## src/rtl/ssd_display_arbiter.sv

```systemverilog
// Two-client arbiter for the shared 8-digit seven-segment display: minimum hold, round-robin on ties.
// Optional build macro SSD_ARB_IDLE_BLANK_EN blanks the display while idle; otherwise it freezes.
module ssd_display_arbiter #(
    parameter int unsigned HOLD_CYCLES = 50_000_000,
    parameter logic [31:0] IDLE_DATA   = 32'h0000_0000
) (
    input  logic        clk,
    input  logic        rst,
    input  logic        req0,
    input  logic [31:0] data0,
    input  logic [8:0]  ctrl0,
    input  logic        req1,
    input  logic [31:0] data1,
    input  logic [8:0]  ctrl1,
    output logic [1:0]  grant,
    output logic        hold_done,
    output logic [31:0] data_out,
    output logic [8:0]  control_out
);

    localparam int CNT_W = (HOLD_CYCLES < 1) ? 1 : $clog2(HOLD_CYCLES + 1);
    localparam logic [CNT_W-1:0] HOLD_MAX = CNT_W'(HOLD_CYCLES);
    localparam logic [8:0] CTRL_BLANK = 9'h100;

    typedef enum logic [1:0] {
        IDLE = 2'd0,
        OWN0 = 2'd1,
        OWN1 = 2'd2
    } state_t;

    state_t            state_q, state_d;
    logic [CNT_W-1:0]  cnt_q, cnt_d;
    logic              last_q, last_d;
    logic [1:0]        grant_q, grant_d;
    logic              hold_done_q, hold_done_d;
    logic [31:0]       data_out_q, data_out_d;
    logic [8:0]        control_out_q, control_out_d;

    always_ff @(posedge clk or posedge rst) begin
        if (rst) begin
            state_q       <= IDLE;
            cnt_q         <= '0;
            last_q        <= 1'b1;
            grant_q       <= 2'b00;
            hold_done_q   <= 1'b0;
            data_out_q    <= IDLE_DATA;
            control_out_q <= CTRL_BLANK;
        end else begin
            state_q       <= state_d;
            cnt_q         <= cnt_d;
            last_q        <= last_d;
            grant_q       <= grant_d;
            hold_done_q   <= hold_done_d;
            data_out_q    <= data_out_d;
            control_out_q <= control_out_d;
        end
    end

    always_comb begin
        state_d       = state_q;
        cnt_d         = cnt_q;
        last_d        = last_q;
        data_out_d    = data_out_q;
        control_out_d = control_out_q;

        // An owner dropping its request always wins over hold-based preemption.
        case (state_q)
            IDLE: begin
                if (req0 && req1)  state_d = last_q ? OWN0 : OWN1;
                else if (req0)     state_d = OWN0;
                else if (req1)     state_d = OWN1;
            end
            OWN0: begin
                if (!req0)                     state_d = req1 ? OWN1 : IDLE;
                else if (hold_done_q && req1)  state_d = OWN1;
            end
            OWN1: begin
                if (!req1)                     state_d = req0 ? OWN0 : IDLE;
                else if (hold_done_q && req0)  state_d = OWN0;
            end
            default: state_d = IDLE;
        endcase

        if (state_d == IDLE || state_d != state_q) cnt_d = '0;
        else if (cnt_q != HOLD_MAX)                cnt_d = cnt_q + CNT_W'(1);

        if (state_d == OWN0 && state_q != OWN0) last_d = 1'b0;
        if (state_d == OWN1 && state_q != OWN1) last_d = 1'b1;

        grant_d     = {state_d == OWN1, state_d == OWN0};
        hold_done_d = (state_d != IDLE) && (cnt_d == HOLD_MAX);

        // Data follows the next owner so it changes on the same edge as grant.
        case (state_d)
            OWN0: begin
                data_out_d    = data0;
                control_out_d = ctrl0;
            end
            OWN1: begin
                data_out_d    = data1;
                control_out_d = ctrl1;
            end
            default: begin
`ifdef SSD_ARB_IDLE_BLANK_EN
                data_out_d    = 32'h0;
                control_out_d = CTRL_BLANK;
`else
                data_out_d    = data_out_q;
                control_out_d = control_out_q;
`endif
            end
        endcase
    end

    assign grant       = grant_q;
    assign hold_done   = hold_done_q;
    assign data_out    = data_out_q;
    assign control_out = control_out_q;

endmodule
```

## config.mk

```make
export PLATFORM = sky130hd
export DESIGN_NAME = ssd_display_arbiter
export DESIGN_NICKNAME = d
export VERILOG_FILES = /design/src/rtl/ssd_display_arbiter.sv
export SDC_FILE = /design/constraint.sdc
export NUM_CORES = 1
export LEC_CHECK = 0
export CORE_MARGIN = 5
export CORE_UTILIZATION = 35
export CTS_CLUSTER_DIAMETER = 200
export DETAILED_ROUTE_END_ITERATION = 10
export PLACE_DENSITY = 0.61
export SLEW_MARGIN = 5
export SYNTH_ARGS = -nofsm -noshare
export SYNTH_HDL_FRONTEND = slang
export SYNTH_SLANG_ARGS = --single-unit
```

## constraint.sdc

```tcl
create_clock -name clk -period 3.3 [get_ports clk]
set_input_delay 0.825 -clock clk [delete_from_list [all_inputs] [get_ports clk]]
set_output_delay 0.825 -clock clk [all_outputs]
set_load 0.02 [all_outputs]
```

==> impl_metrics.py <==
metrics = {
    "clock_tree": {
        "post_cts_resized": 0,
        "cts_buffer_depth": 2,
        "cts_tree": "built",
        "cts-hold-fix-buffers": 0,
        "h-tree-depth": 3,
        "clkSinkCount": 73,
        "path_clk_slew_ns": 0.07,
        "cts_root_buf": "clkbuf_8",
        "clock_latency_ns": 0.35,
        "cts_buffers": 9,
        "post-cts-setup-buffers": 0,
    },
    "layout": {
        "final_util_pct": 50.8,
        "drive_gt1_share_pct": 6.65,
        "fin_nets": 613,
        "syn2layout_area_growth_pct": 42.8,
        "n_antenna_cell": 0,
    },
    "timing": {
        "fin_crit_ns": 2.84,
        "fin_crit_sh_pct": 85.9,
        "max_freq_ghz": 0.353,
        "rsz0062_at_grt": "no",
        "tightest_slew_ns": 0.507,
        "setup_viol": 0,
        "slew-limit-headroom_pct": 66.1,
        "final_max_slew_viol_count": 0,
        "hold_viol_final": 0,
        "skew_ns": 0.00784,
        "fin_ws_ns": 0.465,
        "finalSetupTns_ns": 0,
    },
    "placed_design": {
        "pre_cts_slack_ns": 0.109,
        "port_buffers": 129,
        "gp_congestion": 0.775,
        "dp_hpwl_mm": 7.79,
    },
    "route": {
        "drt-total-wl_mm": 10.3,
        "drc": 0,
        "dr.pass1.iters": 4,
        "viasPerCell": 4.93,
        "dr_total_vias": 3285,
        "first_iter_violations": 139,
        "ant_nets": 0,
        "routedWlPerCell_microns": 15.4,
    },
    "die": {
        "row_count": 38,
        "fp.dieH_microns": 115,
        "chipWidth_microns": 115,
        "dieArea_sq_um": 13200,
        "core_sq_um": 10800,
        "num_io_pins": 130,
        "start_util_pct": 35.6,
    },
    "critical_path": {
        "critPathKind": "in2reg",
        "max_stage_delay_ns": 0.56,
        "cp-end-kind": "register",
        "start_kind": "input port",
        "worstPathArrival_ns": 3.09,
        "critPathLaunch": "req1",
        "reg2reg_from": "last_q",
        "cp_slowest_cell": "or4_4",
        "critPathRequiredTime_ns": 3.55,
        "crit_fanout": 8,
        "path_cells": "clkdlybuf4s50_1 -> o311ai_0 -> nand3_1 -> ha_2 -> a21oi_1 -> o41ai_4 -> or4_4 -> nor4_2",
    },
    "synth": {
        "synth_xor_xnor_area_share_pct": 5.45,
        "synthAdderAreaFrac_pct": 1.62,
        "synth_top_family_by_area": "simple AND/OR/NAND/NOR gates",
        "syn_area_sq_um": 3860,
        "ys_seq_area_share_pct": 47.4,
        "synth_warnings": 0,
        "synth_edf_count": 0,
        "async_reset_ff_share_pct": 100,
        "synthDistinctLibCells": 49,
        "synthMuxAreaShare_pct": 11.4,
        "synthSimpleGateAreaFrac_pct": 20.6,
        "ys.flop_type": "dfrtp_1",
        "synth-compound-area-share_pct": 9.73,
        "ys_ff_latch": 73,
        "syn_inst": 401,
        "syn_nets": 492,
        "syn_avg_cell_area_sq_um": 9.62,
    },
    "global_route": {
        "antenna_found_initial": 0,
        "track_usage_pct": 15.6,
        "grt_pass1_wl_mm": 16.5,
        "grt_max_degree": 83,
        "grt_pass1_vias": 3403,
        "overflow": 0,
    },
    "pwr": {
        "power.density_nw_per_um2": 669,
        "p_leak_uw": 0.00214,
        "finalPower_uw": 3680,
        "irDropWorstVdd_mv": 0.411,
    },
    "hold_path": {
        "worstHoldStart": "control_out[8]",
        "hold_path_class": "reg2reg",
    },
    "run_status": {
        "outcome": "complete, no violations",
    },
    "flow_run": {
        "maxCapViolations": 0,
    },
}
-- kinds of logic (layout without fill, tap and decap cells) --
| kind of cell | count (synthesis) | in the layout |
|---|---|---|
| fa+ha+maj | 5 | 5 |
| xor+xnor | 24 | 24 |
| mux | 44 | 44 |
| flops | 73 | 73 |
| buf+inv | 36 | 161 |
| simple gates | 155 | 155 |
| compound gates | 64 | 64 |
-- power breakdown --
| group | internal, uW | switching [uW] |
|---|---|---|
| Clock | 364 | 336 |
| Combinational | 768 | 873 |
| Sequential | 1180 | 165 |
-- critical path: cells and delay by family --
family | cells | cell delay (ns)
buffers and inverters | 1 | 0.50
AND/OR/NAND/NOR | 3 | 1.00
adder cells (fa/ha/maj) | 1 | 0.24
AO/OA/AOI/OAI | 3 | 0.51
-- metal layers --
layer	vias to the layer above	global-route usage [%]	part of all wire [%]
met4	0	4.62	1.5
met1	1567	18.0	40
met2	68	28.5	55
li1	1637	-	-
met5	-	0	0
met3	13	3.89	4.1
-- cell usage after synthesis (5+ instances only) --
library cell	number	area, sq um
nor2_1	79	297
dfrtp_1	71	1780
a21oi_1	48	240
mux2i_1	44	440
clkbuf_1	16	60.1
nand2_1	15	56.3
xnor2_1	13	114
inv_1	12	45.0
xor2_1	11	96.3
nand3_1	9	45.0
nand4_1	6	37.5
nor2b_1	6	37.5
nor3_1	6	30.0
buf_2	5	25.0
ha_1	5	62.6
-- final cells by class --
cell class | count | area [sq um]
fill | 1050 | 5330
sequential | 73 | 1830
inverter | 12 | 45.0
timing repair buffer | 134 | 1370
clock buffer | 10 | 138
tap | 140 | 175
clock inverter | 5 | 56.3
multi-input combinational | 292 | 1900
-- worst paths after layout --
path                                       end  slack (ns)  cells after the start
worst min-delay path            control_out[8]        0.50                      2
worst max register to register       hold_done        0.66                      8
max in group asynchronous       control_out[8]        1.83                      3
worst max-delay path                 hold_done        0.46                      8
min in group asynchronous             cnt_q[8]        0.79                      2
worst min register to register  control_out[8]        0.50                      2
-- metrics by stage --
stage | hold slack, ns | instance area, sq um | instances
after floorplan | 0.504 | 3860 | 401
after global placement | 0.478 | 5320 | 651
after detailed placement | 0.483 | 5320 | 651
after CTS | 0.496 | 5510 | 666
after global routing | 0.533 | 5510 | 666
final | 0.496 | 5510 | 666
-- registers in the layout (all words and copies together), names as in the netlist --
name,flops
cnt_q,26
control_out,9
data_out,32
grant,2
hold_done,1
last_q,1
state_q,2
-- placed cells by master (no fill, tap or decap), drive strengths merged, types with 10 or more instances in the layout --
cell,count
clkdlybuf4s50,129
dfrtp,71
xor2,11
xnor2,13
mux2i,44
inv,12
nor2,79
a21oi,48
clkbuf,10
nand2,15
Power figures use the tool's default switching activity.
